`src/rtl/cpu_pkg.sv`:
```
// Shared CPU definitions: PC source encodings, halt opcode and PC-stage state type.
package cpu_pkg;

  localparam logic [1:0] PC_SEQ = 2'b00;
  localparam logic [1:0] PC_BR  = 2'b01;
  localparam logic [1:0] PC_JMP = 2'b10;
  localparam logic [1:0] PC_REG = 2'b11;

  localparam logic [5:0] HALT_OP = 6'b111111;

  typedef enum logic [1:0] {
    RUN   = 2'd0,
    HALT  = 2'd1,
    FAULT = 2'd2
  } pc_state_t;

endpackage

```
`src/rtl/pc_unit_if.sv`:
```
// Control/operand inputs and fetch-address outputs of the PC stage.
interface pc_unit_if;
  logic        PCWre;
  logic [1:0]  PCSrc;
  logic [5:0]  op;
  logic [15:0] immediate;
  logic [25:0] target;
  logic [31:0] rs_data;
  logic [31:0] InsAddr;
  logic [31:0] PC4;
  logic        halted;
  logic        fault;
  logic [31:0] fault_addr;

  modport master (
    output PCWre, PCSrc, op, immediate, target, rs_data,
    input  InsAddr, PC4, halted, fault, fault_addr
  );

  modport slave (
    input  PCWre, PCSrc, op, immediate, target, rs_data,
    output InsAddr, PC4, halted, fault, fault_addr
  );
endinterface

```
`src/rtl/next_pc_mux.sv`:
```
// Combinational next-PC candidate generation and PCSrc selection.
module next_pc_mux
  import cpu_pkg::*;
(
  input  logic [31:0] pc_i,
  input  logic [1:0]  pc_src_i,
  input  logic [15:0] immediate_i,
  input  logic [25:0] target_i,
  input  logic [31:0] rs_data_i,
  output logic [31:0] seq_o,
  output logic [31:0] next_pc_o
);

  logic [31:0] br;
  logic [31:0] jmp;

  assign seq_o = pc_i + 32'd4;
  assign br    = seq_o + {{14{immediate_i[15]}}, immediate_i, 2'b00};
  assign jmp   = {seq_o[31:28], target_i, 2'b00};

  always_comb begin
    next_pc_o = seq_o;
    unique case (pc_src_i)
      PC_SEQ:  next_pc_o = seq_o;
      PC_BR:   next_pc_o = br;
      PC_JMP:  next_pc_o = jmp;
      PC_REG:  next_pc_o = rs_data_i;
      default: next_pc_o = seq_o;
    endcase
  end

endmodule

```
`src/rtl/pc_unit.sv`:
```
// Program-counter stage: next-PC select, halt detection and fetch-address trap.
module pc_unit
  import cpu_pkg::*;
#(
  parameter logic [31:0] RESET_PC   = 32'h0000_0000,
  parameter int unsigned IMEM_BYTES = 256,
  parameter logic [5:0]  HALT_OP    = cpu_pkg::HALT_OP
) (
  input  logic       CLK,
  input  logic       Reset,
  pc_unit_if.slave   bus
);

  localparam logic [31:0] MaxPc = 32'(IMEM_BYTES) - 32'd4;

  pc_state_t   state_q, state_d;
  logic [31:0] pc_q, pc_d;
  logic [31:0] fault_addr_q, fault_addr_d;
  logic [31:0] seq;
  logic [31:0] cand;
  logic        illegal;

  next_pc_mux u_next_pc_mux (
    .pc_i        (pc_q),
    .pc_src_i    (bus.PCSrc),
    .immediate_i (bus.immediate),
    .target_i    (bus.target),
    .rs_data_i   (bus.rs_data),
    .seq_o       (seq),
    .next_pc_o   (cand)
  );

  // Full 32-bit unsigned compare: wrapped addresses land above MaxPc and trap.
  assign illegal = (cand[1:0] != 2'b00) || (cand > MaxPc);

  always_comb begin
    state_d      = state_q;
    pc_d         = pc_q;
    fault_addr_d = fault_addr_q;
    if (state_q == RUN && bus.PCWre) begin
      if (bus.op == HALT_OP) begin
        state_d = HALT;
      end else if (illegal) begin
        state_d      = FAULT;
        fault_addr_d = cand;
      end else begin
        pc_d = cand;
      end
    end
  end

  always_ff @(posedge CLK) begin
    if (Reset) begin
      state_q      <= RUN;
      pc_q         <= RESET_PC;
      fault_addr_q <= '0;
    end else begin
      state_q      <= state_d;
      pc_q         <= pc_d;
      fault_addr_q <= fault_addr_d;
    end
  end

  assign bus.InsAddr    = pc_q;
  assign bus.PC4        = seq;
  assign bus.halted     = (state_q == HALT);
  assign bus.fault      = (state_q == FAULT);
  assign bus.fault_addr = fault_addr_q;

endmodule

```
`src/flat_wrapper.sv`:
```
// flat-port wrapper written by rule: the top's interface ports become plain ports
module pc_unit_flat import cpu_pkg::*;
#(
  parameter logic [31:0] RESET_PC   = 32'h0000_0000,
  parameter int unsigned IMEM_BYTES = 256,
  parameter logic [5:0]  HALT_OP    = cpu_pkg::HALT_OP
)
  (CLK, Reset, bus_PCWre, bus_PCSrc, bus_op, bus_immediate, bus_target, bus_rs_data, bus_InsAddr, bus_PC4, bus_halted, bus_fault, bus_fault_addr);
  pc_unit_if bus_i ();
  input  logic CLK;
  input  logic Reset;
  input wire logic [$bits(bus_i.PCWre)-1:0] bus_PCWre;
  input wire logic [$bits(bus_i.PCSrc)-1:0] bus_PCSrc;
  input wire logic [$bits(bus_i.op)-1:0] bus_op;
  input wire logic [$bits(bus_i.immediate)-1:0] bus_immediate;
  input wire logic [$bits(bus_i.target)-1:0] bus_target;
  input wire logic [$bits(bus_i.rs_data)-1:0] bus_rs_data;
  output wire logic [$bits(bus_i.InsAddr)-1:0] bus_InsAddr;
  output wire logic [$bits(bus_i.PC4)-1:0] bus_PC4;
  output wire logic [$bits(bus_i.halted)-1:0] bus_halted;
  output wire logic [$bits(bus_i.fault)-1:0] bus_fault;
  output wire logic [$bits(bus_i.fault_addr)-1:0] bus_fault_addr;
  assign bus_i.PCWre = bus_PCWre;
  assign bus_i.PCSrc = bus_PCSrc;
  assign bus_i.op = bus_op;
  assign bus_i.immediate = bus_immediate;
  assign bus_i.target = bus_target;
  assign bus_i.rs_data = bus_rs_data;
  assign bus_InsAddr = bus_i.InsAddr;
  assign bus_PC4 = bus_i.PC4;
  assign bus_halted = bus_i.halted;
  assign bus_fault = bus_i.fault;
  assign bus_fault_addr = bus_i.fault_addr;
  pc_unit #(.RESET_PC(RESET_PC), .IMEM_BYTES(IMEM_BYTES), .HALT_OP(HALT_OP)) u_core (.CLK(CLK), .Reset(Reset), .bus(bus_i));
endmodule
```
`config.mk`:
```
export PLATFORM = sky130hd
export DESIGN_NAME = pc_unit_flat
export DESIGN_NICKNAME = d
export VERILOG_FILES = /design/src/rtl/cpu_pkg.sv /design/src/rtl/pc_unit_if.sv /design/src/rtl/next_pc_mux.sv /design/src/rtl/pc_unit.sv /design/src/flat_wrapper.sv
export SDC_FILE = /design/constraint.sdc
export NUM_CORES = 1
export LEC_CHECK = 0
export BUFFER_PORTS_ARGS = -buffer_cell sky130_fd_sc_hd__buf_2
export CAP_MARGIN = 20
export CORE_UTILIZATION = 52
export DETAILED_ROUTE_END_ITERATION = 6
export HOLD_SLACK_MARGIN = 0.12
export PLACE_DENSITY = 0.81
export SLEW_MARGIN = 20
export SYNTH_ARGS = -nofsm -noshare
export SYNTH_HDL_FRONTEND = slang
export SYNTH_SLANG_ARGS = --single-unit
```
`constraint.sdc`:
```
create_clock -name CLK -period 6.55 [get_ports CLK]
set_input_delay 0.9825 -clock CLK [delete_from_list [all_inputs] [get_ports CLK]]
set_output_delay 0.9825 -clock CLK [all_outputs]
set_load 0.02 [all_outputs]
```
==> results by group <==
Run status
  • Outcome: finished, final reports clean

Final layout
  • Layout cell share with drive strength beyond 1: between 20% and 30%
  • Post-Layout Inst Area: ~6800 um2
  • Antenna diode count: 0
  • # fillers: slightly below 1,000
  • Syn-to-layout area delta: 19.9%
  • Layout net count: ~1,000

Drt
  • Vias per Instance: around 6.4
  • WL final: a little over 20 mm
  • # DRC: 0
  • DRT Pass-1 Iters: 5
  • Vias: 6,525
  • DRT iter0 DRCs: between 500 and 600
  • Final ANT Viol Nets: 0
  • Wire length per cell: ~20 um

Clock tree
  • CTS tree: built
  • H-tree Lvls: 3
  • Reg clk slew, reported paths: around 70 ps
  • Quantity of gates resized following cts: 0
  • Root Buffer: clkbuf_8
  • Setup bufs post-CTS: 0
  • Hold Buf Count CTS: 0
  • CTS Buf Count: 9
  • Max clock buf depth: 2
  • Clk sinks: 66
  • Clock Latency Late Sink: about 340 ps

Timing
  • Tcrit/Tclk final: between 90 and 100%
  • Worst setup margin: 467 ps
  • RSZ-0062 raised after global routing: no
  • Setup TNS Final: 0 ps
  • Clock skew: 13.3 ps
  • Worst rel slew slack: around two fifths
  • Worst-Margin Slew: between 900 and 1000 ps
  • Setup violations, final: 0
  • Fin. Hold Viols: 0
  • Final Max Slew Viols: 0
  • Tmin final: slightly above 6000 ps
  • Fmax achieved: 164 MHz

Floorplan
  • Horiz. Die Dim: ~110 um
  • Row count: 37
  • Io pins: approximately 180
  • Die height: about 110 um
  • Starting density of the core: 54.3%
  • Core Region: 10,500 um2
  • Die Area: 11,300 um2

Logic synthesis
  • Post-synth EDFFs: 0
  • Mapped Cells: ~730
  • Synthesized area per cell: a little under 8 um2
  • Share of the synthesized area in the top cell type: 23.3%
  • Top cells by area, synth: dfxtp_1, ha_1, a21oi_1
  • Yosys top cell by area: dfxtp_1
  • Synthesized Nets: about 850
  • Synthesized flop and latch total: 66
  • Seq/Total Area, Yosys: approximately a quarter
  • Mapped cell area: 5680 um2
  • Synth cell types: between 70 and 80
  • Synth warn: 0
  • Most instantiated cells after synthesis: a21oi_1, dfxtp_1, nand2_1
  • Most frequent cell after synthesis: a21oi_1
  • Synth Flop Type: dfxtp_1
  • Fraction of registers with async set/reset: 0%

Global route
  • Antenna violations before repair: 0
  • First-pass GRT wire length: between 30 and 40 mm
  • Total track usage: a little over a third
  • Vias in the first global route: 5,847
  • Largest net degree at the start of global routing: 44
  • Grt ovf: 0

Worst setup path
  • Setup CP Type: reg2reg
  • Worst setup EP type: register
  • CP required: about 6800 ps
  • Startpoint types: register
  • Crit-path max FO: 26
  • Worst path arrival time: between 6000 and 7000 ps

Power
  • PwrDens: around 150 nW/um2
  • Max IR drop VDD: 0.168 mV
  • Pwr Total: ~1.1 mW
  • Leak: 3.23 nW

Placed design
  • Dpl hpwl: ~16 mm
  • Port-buffer cells: around 180
  • Routability cong.: 1.02
  • Pre-CTS setup slack: between 600 and 700 ps
  • DP Area: around 6600 um2

Run
  • MaxCap Viol Count: 0

Worst hold path
  • Hold Path Class: reg2reg
routing by layer:
metal  vias to the layer above  part of all wire [%]  wire length (um)  GRT usage, %
li1                       3050                     -                 -             -
met1                      3061                    42              8470          46.3
met2                       362                    45              9260          57.1
met3                        52                   9.3              1890          6.56
met4                         0                   3.6               728          14.0
met5                         -                     0                 0             0
registers in the layout (all words and copies together), names as in the netlist:
register,flops
u_core.bus.InsAddr,32
u_core.bus.fault_addr,32
u_core.state_q,2
layout make-up:
cell class / count / area [um2] / area share (%)
repair buffers: 191 / 978 / 14.4
multi-input cells: 600 / 4070 / 59.7
well taps: 136 / 170 / 2.50
inverters: 12 / 45.0 / 0.662
clock inverters: 6 / 90.1 / 1.32
clock buffers: 10 / 138 / 2.02
flip-flops and latches: 66 / 1320 / 19.4
critical path, stage by stage (launching register included):
cell,delay [ps]
dfxtp_1,420
ha_1,260
nand4_1,180
nor4_1,570
nand4_1,180
xnor2_1,430
ha_1,440
a21oi_1,290
o21ai_1,150
a21oi_1,200
mux2_2,360
a221oi_1,220
o311ai_1,210
or4_4,530
nor4_4,310
and3_1,570
a21oi_2,360
and2_1,270
power by group:
| group | internal (mW) | total (mW) | switching [mW] |
|---|---|---|---|
| Clock | 0.225 | 0.382 | 0.157 |
| Sequential | 0.417 | 0.424 | 0.00744 |
| Combinational | 0.0944 | 0.246 | 0.152 |
| Total | 0.736 | 1.05 | 0.316 |
through the flow:
step / utilization [%] / hold WS, ps / instances
2_1_floorplan: - / 485 / 728
3_3_place_gp: 62.9 / 466 / 1005
3_5_place_dp: 62.9 / 470 / 1005
4_1_cts: 65.1 / 493 / 1021
5_1_grt: 65.1 / 515 / 1021
6_report: 65.1 / 492 / 1021
final timing paths:
kind	startpoint	end	slack, ps	cells after the start
hold / removal	u_core.bus.fault_addr[2]	u_core.bus.fault_addr[2]	490	2
setup / recovery	u_core.bus.InsAddr[2]	u_core.bus.InsAddr[24]	470	17
hold reg to reg	u_core.bus.fault_addr[2]	u_core.bus.fault_addr[2]	490	2
setup reg to reg	u_core.bus.InsAddr[2]	u_core.bus.InsAddr[24]	470	17
placed cells by master (no fill, tap or decap), drive strengths merged, types with 8 or more instances in the layout:
master / synthesis / routed
buf: 25 / 191
nor3: 48 / 48
clkbuf: 25 / 10
xnor2: 25 / 25
a21o: 8 / 8
nand4: 24 / 24
nor4: 10 / 10
ha: 31 / 31
inv: 11 / 11
a21oi: 77 / 77
and2: 33 / 33
a211oi: 9 / 9
a31oi: 8 / 8
dfxtp: 66 / 66
o21ai: 49 / 49
and3: 11 / 11
nand2: 63 / 63
nor2: 39 / 39
nand3: 23 / 23
xor2: 17 / 17
mux4: 10 / 10
logic make-up after synthesis:
logic type | share of synthesized area, %
xor+xnor | 6.48
flops | 23.3
buf+inv | 5.24
mux | 6.06
simple gates | 26.3
compound gates | 25.4
fa+ha+maj | 7.18
Note: power is estimated with default switching activity, not from simulation.
